`src/rtl/lcd_scan_ctrl.sv`:
```
`default_nettype none
// lcd_scan_ctrl: CL2/CL1/FLM/M scan timing plus frame-RAM pixel path for passive STN LCDs.
// Build options: LCD_TESTPAT_EN (checkerboard source), LCD_MLINE_EN (M toggles every M_LINES lines).
module lcd_scan_ctrl #(
  parameter int CLK_DIV = 50,
  parameter int COLS    = 240,
  parameter int LINES   = 64,
  parameter int DATA_W  = 4,
  parameter int M_LINES = 13,
  parameter int ADDR_W  = 12
) (
  input  logic              clk,
  input  logic              rst,
  input  logic              en,
  output logic [ADDR_W-1:0] pix_addr,
  input  logic [DATA_W-1:0] pix_data,
  input  logic              testpat,
  output logic              lcd_cl2,
  output logic              lcd_cl1,
  output logic              lcd_flm,
  output logic              lcd_m,
  output logic [DATA_W-1:0] lcd_d,
  output logic              frame_start
);

  localparam int SPL   = COLS / DATA_W;
  localparam int DIV_W = (CLK_DIV > 2) ? $clog2(CLK_DIV) : 1;
  localparam int SH_W  = (SPL > 1) ? $clog2(SPL) : 1;
  localparam int LN_W  = (LINES > 2) ? $clog2(LINES) : 1;

  localparam logic [DIV_W-1:0] DIV_LAST   = DIV_W'(CLK_DIV - 1);
  localparam logic [SH_W-1:0]  SHIFT_LAST = SH_W'(SPL - 1);
  localparam logic [LN_W-1:0]  LINE_LAST  = LN_W'(LINES - 1);

  if (CLK_DIV < 2 || LINES < 2 || DATA_W < 1 || M_LINES < 1 || COLS < DATA_W ||
      (COLS % DATA_W) != 0 || ADDR_W < $clog2(LINES * (COLS / DATA_W))) begin : g_param_check
    $error("lcd_scan_ctrl: illegal parameter combination");
  end

  logic [DIV_W-1:0]  div;
  logic [SH_W-1:0]   shift;
  logic [LN_W-1:0]   line;
  logic [DATA_W-1:0] data_src;
  logic              tick, rise_tick, fall_tick;
  logic              last_shift, last_line, m_toggle;

  assign tick       = (div == DIV_LAST);
  assign rise_tick  = tick & ~lcd_cl2;
  assign fall_tick  = tick & lcd_cl2;
  assign last_shift = (shift == SHIFT_LAST);
  assign last_line  = (line == LINE_LAST);

`ifdef LCD_TESTPAT_EN
  logic [DATA_W-1:0] pattern;
  for (genvar i = 0; i < DATA_W; i++) begin : g_pattern
    assign pattern[i] = line[0] ^ shift[0] ^ ((i % 2) == 1);
  end
  assign data_src = testpat ? pattern : pix_data;
`else
  logic unused_testpat;
  assign unused_testpat = testpat;
  assign data_src       = pix_data;
`endif

`ifdef LCD_MLINE_EN
  localparam int MC_W = (M_LINES > 2) ? $clog2(M_LINES) : 1;
  localparam logic [MC_W-1:0] MC_LAST = MC_W'(M_LINES - 1);
  logic [MC_W-1:0] mcnt;

  // Line counter for M runs across frame boundaries; only en=0/reset restart it.
  always_ff @(posedge clk or posedge rst) begin
    if (rst) begin
      mcnt <= '0;
    end else if (!en) begin
      mcnt <= '0;
    end else if (fall_tick && last_shift) begin
      mcnt <= (mcnt == MC_LAST) ? '0 : mcnt + 1'b1;
    end
  end
  assign m_toggle = last_shift & (mcnt == MC_LAST);
`else
  assign m_toggle = last_shift & last_line;
`endif

  always_ff @(posedge clk or posedge rst) begin
    if (rst) begin
      div         <= '0;
      shift       <= '0;
      line        <= '0;
      pix_addr    <= '0;
      lcd_cl2     <= 1'b0;
      lcd_cl1     <= 1'b0;
      lcd_flm     <= 1'b0;
      lcd_m       <= 1'b0;
      lcd_d       <= '0;
      frame_start <= 1'b0;
    end else if (!en) begin
      div         <= '0;
      shift       <= '0;
      line        <= '0;
      pix_addr    <= '0;
      lcd_cl2     <= 1'b0;
      lcd_cl1     <= 1'b0;
      lcd_flm     <= 1'b0;
      lcd_d       <= '0;
      frame_start <= 1'b0;
    end else begin
      frame_start <= 1'b0;
      div         <= tick ? '0 : div + 1'b1;
      if (tick) lcd_cl2 <= ~lcd_cl2;
      // RAM word for this shift has been valid since the clk after the falling tick.
      if (rise_tick) begin
        lcd_d       <= data_src;
        lcd_cl1     <= 1'b0;
        frame_start <= (shift == '0) && (line == '0);
      end
      if (fall_tick) begin
        shift    <= last_shift ? '0 : shift + 1'b1;
        if (last_shift) line <= last_line ? '0 : line + 1'b1;
        pix_addr <= (last_shift && last_line) ? '0 : pix_addr + 1'b1;
        lcd_cl1  <= last_shift;
        lcd_flm  <= (line == '0);
        if (m_toggle) lcd_m <= ~lcd_m;
      end
    end
  end

endmodule
`default_nettype wire

```
`config.mk`:
```
export PLATFORM = sky130hd
export DESIGN_NAME = lcd_scan_ctrl
export DESIGN_NICKNAME = d
export VERILOG_FILES = /design/src/rtl/lcd_scan_ctrl.sv
export SDC_FILE = /design/constraint.sdc
export NUM_CORES = 1
export LEC_CHECK = 0
export ABC_AREA = 0
export CAP_MARGIN = 0
export CORE_MARGIN = 1
export CORE_UTILIZATION = 30
export DETAILED_ROUTE_END_ITERATION = 6
export GPL_ROUTABILITY_DRIVEN = 0
export SYNTH_ARGS = -nofsm -noshare
export SYNTH_HDL_FRONTEND = slang
export SYNTH_SLANG_ARGS = --single-unit
```
`constraint.sdc`:
```
create_clock -name clk -period 4.4 [get_ports clk]
set_clock_uncertainty 0.1 [all_clocks]
set_input_delay 0.88 -clock clk [delete_from_list [all_inputs] [get_ports clk]]
set_output_delay 0.88 -clock clk [all_outputs]
set_load 0.02 [all_outputs]
```
==> implementation parameters <==
Parameter                              Value

Layout
  Final-stage net count ... 248
  Layout cell share with drive strength beyond 1 ... 0.0855
  Most frequent standard cell in the layout excluding fill and tap cells ... sky130_fd_sc_hd__dfrtp_1
  Layout-stage area growth over the synthesis result ... 20.3%
  Top library cells by usage in the layout, fill and taps aside ... 39 x sky130_fd_sc_hd__dfrtp_1, 27 x sky130_fd_sc_hd__clkdlybuf4s50_1, 17 x sky130_fd_sc_hd__nor2_1
  N_diodes ... 0

Power and ir drop
  Power share of the combinational group ... 0.046
  Power density over cell area ... 247 mW/mm2
  Worst IR drop on VDD ... 0.000143 V
  Switching share of total power ... 0.231
  Proportion of power drawn by the clock network ... 0.373
  Net switching component of the power ... 0.145 mW
  Sequential share of power ... 0.581
  Internal Dissipation ... 0.483 mW
  Leakage Power ... 1.05 nW

Detailed routing
  Antenna violation net count after detailed routing ... 0
  Post-detailed-route via-to-cell ratio ... 4.98
  Initial detailed-routing violation count ... 79
  Detailed-route via count ... 1,643
  Detailed Route WL ... 4280 um
  DRC viols ... 0
  Average detailed-routed wire length per instance ... 13.0 um
  Number of iterations in the first detailed-routing pass ... 4

Worst setup path
  Required time of the critical path ... 4480 ps
  Setup slack of the most critical reg-to-reg path ... 2110 ps
  Endpoint class of the critical path ... register
  Startpoint kind of the worst setup timing path ... input pin
  Critical Setup Path Class ... in2reg
  Max Fanout on Critical Path ... 22
  Endpoint arrival time on the critical path ... 2810 ps

GRT
  Initial antenna violation count ... 0
  Wire length of the first global-routing pass ... 7590 um
  Via count of the first global-routing pass ... 1,566
  GRT Total Usage ... 0.131
  Overflow left after global routing ... 0
  Largest net degree at the start of global routing ... 25

Yosys
  Ys Warns ... 0
  Share of the synthesized area in the top cell type ... 0.462
  Post-synthesis instance total ... 206
  Synthesized area per cell ... 10.2 um2
  Dominant cells by area after synthesis ... sky130_fd_sc_hd__dfrtp_1 46%, sky130_fd_sc_hd__ha_1 4.1%, sky130_fd_sc_hd__nand3_1 3.1%, sky130_fd_sc_hd__nor2_1 3.0%, sky130_fd_sc_hd__a22o_1 2.9%
  Count of flip-flops with a built-in enable after synthesis ... 0
  Synthesized flop and latch total ... 39
  Cell variety after synth ... 53
  Sequential share of the synthesized area ... 0.462
  Primary flip-flop cell chosen by synthesis mapping ... sky130_fd_sc_hd__dfrtp_1
  Post-synthesis cell area ... 0.00211 mm2
  Post-synth ARST share ... 1.00
  Post-Synthesis Net Count ... 221
  Cell type contributing the most total cell area after synthesis ... sky130_fd_sc_hd__dfrtp_1

Run status
  Result of the run ... finished clean

Clock network
  Cell at the root of the clock tree ... sky130_fd_sc_hd__clkbuf_8
  Clock slew at reported path FFs ... 70 ps
  Clock buffers created by TritonCTS ... 5
  Clock net sink count ... 39
  Number of buffers on the longest clock path ... 2
  Later-pin clock latency in the skew report ... 290 ps
  Number of levels the H-tree was split into ... 2
  Cells resized by post-CTS repair ... 0
  CTS tree ... built
  # hold bufs at CTS ... 0
  Post CTS Setup Buffer Count ... 0

Floorplan
  Die extent in x ... 85.9 um
  Initial standard-cell utilization of the core ... 0.311
  Height of the die ... 85.9 um
  Total die area ... 0.00738 mm2
  Number of core rows ... 30
  Top-level I/O count ... 29
  Core region area ... 0.00679 mm2

Job
  Total of max-cap violations ... 0

Place
  # port buffers ... 27
  Half-perimeter wire length of the detailed placement result ... 2970 um

STA
  Achievable Freq ... 366 MHz
  Unrepaired setup endpoints after global routing ... no
  Final-report hold violation count ... 0
  Ratio of final minimum period to clock period ... 0.621
  Final critical path time including I/O delays and setup ... 2730 ps
  Final slew viol count ... 0
  Final sum of negative setup slack ... 0 ps
  Slew headroom ... 0.368
  Slew of the pin with the lowest slew margin ... 947 ps
  Final setup violation count ... 0
  Final hold slack ... 375 ps

Hold path
  Tightest Hold Check Type ... reg2reg
## kinds of logic after synthesis
family	Yosys count	synth area share
compound gates	45	0.159
xor+xnor	7	0.0290
fa+ha+maj	7	0.0415
buf+inv	20	0.0450
flops	39	0.462
mux	7	0.0344
simple gates	81	0.229
## registers in the layout, indices dropped and copies added (netlist names)
signal / flops
lcd_cl1: 1
frame_start: 1
lcd_d: 4
lcd_m: 1
lcd_cl2: 1
div: 6
shift: 6
pix_addr: 12
line: 6
lcd_flm: 1
## Yosys cell counts (3+ instances only)
cell,n
sky130_fd_sc_hd__o311ai_0,3
sky130_fd_sc_hd__a21oi_1,5
sky130_fd_sc_hd__inv_1,12
sky130_fd_sc_hd__ha_1,7
sky130_fd_sc_hd__mux2i_1,5
sky130_fd_sc_hd__nand2_1,11
sky130_fd_sc_hd__nand4_1,3
sky130_fd_sc_hd__nor3b_1,3
sky130_fd_sc_hd__dfrtp_1,39
sky130_fd_sc_hd__nor2_1,17
sky130_fd_sc_hd__nor3_1,5
sky130_fd_sc_hd__or4_1,3
sky130_fd_sc_hd__nand3_1,13
sky130_fd_sc_hd__nor4_1,3
sky130_fd_sc_hd__a22o_1,7
sky130_fd_sc_hd__o31ai_1,5
sky130_fd_sc_hd__xor2_1,3
sky130_fd_sc_hd__and3_1,4
sky130_fd_sc_hd__buf_2,4
sky130_fd_sc_hd__xnor2_1,4
sky130_fd_sc_hd__o21a_1,7
## final cells by class
class                   instances  area [um2]
well taps                      96         120
repair buffers                 28         278
flip-flops and latches         39         976
multi-input cells             147        1040
clock inverters                 1        5.00
clock buffers                   7        76.3
fillers                       704        4250
inverters                      12        45.0
## power groups by stage
| stage | Combinational [mW] | Sequential (mW) | Clock (mW) |
|---|---|---|---|
| floorplan | 0.0203 | 0.370 | 0 |
| global placement | 0.0300 | 0.372 | 0 |
| detailed placement | 0.0304 | 0.372 | 0 |
| CTS | 0.0302 | 0.365 | 0.247 |
| global route | 0.0339 | 0.365 | 0.266 |
| finish | 0.0291 | 0.365 | 0.234 |
## through the flow
step                      worst slack [ps]  instances  area (um2)  power [mW]  utilization
after floorplan                       2410        206        2110       0.390            -
after global placement                1380        322        2460       0.402        0.362
after detailed placement              1380        322        2460       0.402        0.362
after CTS                             1690        330        2540       0.642        0.374
after global routing                  1560        330        2540       0.665        0.374
final                                 1670        330        2540       0.628        0.374
## path summary, 6_finish.rpt
check,from,endpoint,cells after the start
setup / recovery,en,lcd_m,4
hold / removal,lcd_m,lcd_m,1
setup reg to reg,div[1],lcd_m,6
hold reg to reg,lcd_m,lcd_m,1
max in group asynchronous,rst,pix_addr[8],3
min in group asynchronous,rst,lcd_cl1,2
## worst max-delay path: stages
cell                              delay (ps)
sky130_fd_sc_hd__clkdlybuf4s50_1         670
sky130_fd_sc_hd__nand3_2                 440
sky130_fd_sc_hd__or4_1                   660
sky130_fd_sc_hd__xnor2_1                 140
## routing by layer
metal  vias to the layer above  GRT usage  share of wire
met4                         0     0.0409         0.0033
met3                         2     0.0423          0.031
met1                       790      0.168           0.49
met5                         -          0              0
met2                        35      0.209           0.47
li1                        816          -              -
Note: power is estimated with default switching activity, not from simulation.
==> RTL edit 1: new RTL, same flow settings <==
Put one more register stage on the output `lcd_cl2`. The value now appears one clock later. The other outputs are not delayed to match.
--- a/src/rtl/lcd_scan_ctrl.sv
+++ b/src/rtl/lcd_scan_ctrl.sv
@@ -32,6 +32,8 @@
   localparam logic [SH_W-1:0]  SHIFT_LAST = SH_W'(SPL - 1);
   localparam logic [LN_W-1:0]  LINE_LAST  = LN_W'(LINES - 1);
 
+  logic lcd_cl2_s0;
+
   if (CLK_DIV < 2 || LINES < 2 || DATA_W < 1 || M_LINES < 1 || COLS < DATA_W ||
       (COLS % DATA_W) != 0 || ADDR_W < $clog2(LINES * (COLS / DATA_W))) begin : g_param_check
     $error("lcd_scan_ctrl: illegal parameter combination");
@@ -45,8 +47,8 @@
   logic              last_shift, last_line, m_toggle;
 
   assign tick       = (div == DIV_LAST);
-  assign rise_tick  = tick & ~lcd_cl2;
-  assign fall_tick  = tick & lcd_cl2;
+  assign rise_tick  = tick & ~lcd_cl2_s0;
+  assign fall_tick  = tick & lcd_cl2_s0;
   assign last_shift = (shift == SHIFT_LAST);
   assign last_line  = (line == LINE_LAST);
 
@@ -88,7 +90,7 @@
       shift       <= '0;
       line        <= '0;
       pix_addr    <= '0;
-      lcd_cl2     <= 1'b0;
+      lcd_cl2_s0  <= 1'b0;
       lcd_cl1     <= 1'b0;
       lcd_flm     <= 1'b0;
       lcd_m       <= 1'b0;
@@ -99,7 +101,7 @@
       shift       <= '0;
       line        <= '0;
       pix_addr    <= '0;
-      lcd_cl2     <= 1'b0;
+      lcd_cl2_s0  <= 1'b0;
       lcd_cl1     <= 1'b0;
       lcd_flm     <= 1'b0;
       lcd_d       <= '0;
@@ -107,7 +109,7 @@
     end else begin
       frame_start <= 1'b0;
       div         <= tick ? '0 : div + 1'b1;
-      if (tick) lcd_cl2 <= ~lcd_cl2;
+      if (tick) lcd_cl2_s0 <= ~lcd_cl2_s0;
       // RAM word for this shift has been valid since the clk after the falling tick.
       if (rise_tick) begin
         lcd_d       <= data_src;
@@ -125,6 +127,10 @@
     end
   end
 
+  always_ff @(posedge clk) begin
+    lcd_cl2 <= lcd_cl2_s0;
+  end
+
 endmodule
 `default_nettype wire
 
Function: no difference found for any inputs over 10 cycles, from zero or initial values and one cycle with rst high; that may be too few to reach the edited logic, so the function may still have changed.
==> RTL edit 1 against the original RTL <==
  * Hold slack worse by 0.0032 ns
  * Cell area up 0.64%
  * Die area increased by 0.92%
  * Sequential cell count increased by 1
  * Synthesized cell count is 0.49% higher
  * Combinational power about the same
  * Area after synthesis up 0.95%
  * Critical path type unchanged
  * Power rose by 1.6%
  * Count of clock-buffer cells in the layout is 1 lower
  * Worst setup slack about the same
  * Wire length up 0.77%
  * Register-to-register slack better by 0.02 ns
==> RTL edit 1: results (changes against the original RTL) <==
- Status: finished, final reports clean (unchanged)
- HPWL after DPL: 2960 um (was 2970 um)
- Clk tree area frac: 3.03% (was 3.20%)
- Ys async rst share: 97.5% (was 100%)
- CLK BUF: 6 (was 7)
- Core area: 0.00683 mm^2 (was 0.00679 mm^2)
- Leading post-synthesis cells by cell area: dfrtp_1 (46%), ha_1 (4.1%), nand3_1 (3.1%), nor2_1 (3.0%), a22o_1 (2.9%) (unchanged)
- Lkg Pwr: 1.06 nW (was 1.05 nW)
- Area grow syn2layout: 20.0% (was 20.3%)
- Largest net degree at the start of global routing: 23 (was 25)
- Arrival time worst endpoint: 2.80 ns (was 2.81 ns)
- Vias per cell: 5.02 (was 4.98)
- Fraction of area in registers: 39.0% (was 38.4%)
- First-pass GRT wire length: 7530 um (was 7590 um)
- Vias in the first global route: 1589 (was 1566)
- Syn_nets: 222 (was 221)
- Post-synthesis sequential area ratio: 46.7% (was 46.2%)
- Compound-gate portion of the synthesized area: 15.7% (was 15.9%)
- Gate Count Post-Synth: 207 (was 206)
- Maximum clock rate: 366 MHz (about the same)
- DR WL/cell: 13.1 um (was 13.0 um)
- Mux cell area share after synthesis: 3.41% (was 3.44%)
- Sequential cell count: 40 (was 39)
- Tot GR Track Use: 12.7% (was 13.1%)
- Slew headroom: 39.0% (was 36.8%)
- Synth unique cells: 54 (was 53)
- Filler cells: 719 (was 704)
- Buffer share of cell area: 10.9% (about the same)
- VDD IR-drop max: 0.135 mV (was 0.143 mV)
- Pre-CTS setup slack: 1.36 ns (was 1.38 ns)
- Worst R2R Setup Slack: 2.13 ns (was 2.11 ns)
- Area after DPL: 0.00248 mm^2 (was 0.00246 mm^2)
-- RTL edit 1: cell types whose count changed after synthesis, sizes merged --
cell / delta
dfxtp: +1
-- RTL edit 1: report_power, final --
group          switching, mW  internal, mW
logic                 0.0185        0.0107
registers            0.00370         0.370
clock network          0.127         0.108
-- RTL edit 1: routing by layer --
metal | wire length [um] | track usage [%] | vias up | share of wire [%]
met3 | 136 | 3.14 | 2 | 3.2
li1 | - | - | 813 | -
met4 | 17 | 3.79 | 0 | 0.39
met2 | 2020 | 20.1 | 28 | 47
met1 | 2130 | 17.3 | 815 | 50
met5 | 0 | 0 | - | 0
-- RTL edit 1: worst min-delay path by stage --
stage,to,slack [ns]
after floorplan,lcd_cl2,0.32
after global placement,lcd_cl2,0.36
after detailed placement,lcd_cl2,0.35
after CTS,lcd_m,0.38
after global routing,lcd_cl2,0.40
final,lcd_m,0.37
==> RTL edit 2: new RTL, config.mk and constraints unchanged <==
Without the edit above. The option `LCD_MLINE_EN` is turned on by a define.
--- a/src/rtl/lcd_scan_ctrl.sv
+++ b/src/rtl/lcd_scan_ctrl.sv
@@ -1,6 +1,8 @@
 `default_nettype none
 // lcd_scan_ctrl: CL2/CL1/FLM/M scan timing plus frame-RAM pixel path for passive STN LCDs.
 // Build options: LCD_TESTPAT_EN (checkerboard source), LCD_MLINE_EN (M toggles every M_LINES lines).
+`define LCD_MLINE_EN
+
 module lcd_scan_ctrl #(
   parameter int CLK_DIV = 50,
   parameter int COLS    = 240,
Behaviour: no difference found for any inputs over 10 cycles, from zero or initial values and one cycle with rst high; that may be too few to reach the edited logic, so the function may still have changed.
==> RTL edit 2 against the original RTL <==
  * Sequential cell count grew 4
  * Fmax fell by 9.4%
  * Power up 19%
  * Global-route usage increased by 0.33 points
  * Wire length up 18%
  * Worst setup slack got worse by 0.28 ns
  * Area after synthesis up 9.9%
  * Cell area is 10% higher
  * Combinational power is 5% higher
  * Highest routed layer unchanged
==> RTL edit 2: results (changes against the original RTL) <==
- Seq pwr share: 53.2% (was 58.1%)
- Pre-CTS setup slack: 1.10 ns (was 1.38 ns)
- Initial DRC count: 58 (was 79)
- Tot GR Track Use: 13.4% (was 13.1%)
- Top cells by count, synth: dfrtp_1 (43), nand3_1 (18), nor2_1 (17) (was dfrtp_1 (39), nor2_1 (17), nand3_1 (13))
- Storage cell area: 0.00108 mm^2 (was 976 um^2)
- Met3 Usage GRT: 1.78% (was 4.23%)
- Worst R2R Setup Slack: 2.03 ns (was 2.11 ns)
- Comb group: 0.0307 mW (was 0.0291 mW)
- Leading post-synthesis cells by cell area: dfrtp_1 (46%), ha_1 (4.9%), nand3_1 (3.9%), nor2_1 (2.8%), a22o_1 (2.6%) (was dfrtp_1 (46%), ha_1 (4.1%), nand3_1 (3.1%), nor2_1 (3.0%), a22o_1 (2.9%))
- Switching power total: 0.159 mW (was 0.145 mW)
- Slew headroom: 47.6% (was 36.8%)
- Syn_nets: 250 (was 221)
- Critical Path Sink: line[5] (was lcd_m)
- First-pass GRT wire length: 8930 um (was 7590 um)
- Filler cells: 764 (was 704)
- CP max stage delay: 0.74 ns (was 0.67 ns)
- HPWL after DPL: 3470 um (was 2970 um)
- Synth unique cells: 47 (was 53)
- Post-synthesis sequential area ratio: 46.4% (was 46.2%)
- WL final: 5050 um (was 4280 um)
- Status: finished, final reports clean (unchanged)
- FF-to-FF End: pix_addr[5] (was lcd_m)
- Lkg Pwr: 1.17 nW (was 1.05 nW)
- CP top delay family: buffers and inverters (was simple AND/OR/NAND/NOR gates)
- VDD IR-drop max: 0.155 mV (was 0.143 mV)
- DR WL met2: 2460 um (was 2030 um)
- Largest fanout on the critical path: 11 (was 22)
## RTL edit 2: cell count changes in the layout (fill, tap and decap cells not counted), sizes merged, moves of 3 or more
cell    before  now
a21oi        5   12
dfrtp       39   43
nand3       14   19
o211ai       0    3
o21a         7    4
o21ai        4   11
or3          1    5
## RTL edit 2: cells by family (layout without fill, tap and decap cells)
kind of cell	count (synthesis)	in the layout	share of synthesized area, %
xor gates and xnor gates	6	6	2.27
and+or+nand+nor	93	93	23.4
muxes	7	7	3.07
adders and majority gates	9	9	4.85
AOI/OAI and AO/OA	55	55	16.0
buffers and inverters	20	51	4.04
DFF	43	43	46.4
## RTL edit 2: final cells by class
class | count | share of cell area [%]
Tap cell | 99 | 4.42
Inverter | 14 | 1.87
Timing Repair Buffer | 29 | 10.2
Clock buffer | 6 | 2.94
Clock inverter | 2 | 1.25
Multi-Input combinational cell | 170 | 41.0
Sequential cell | 43 | 38.4
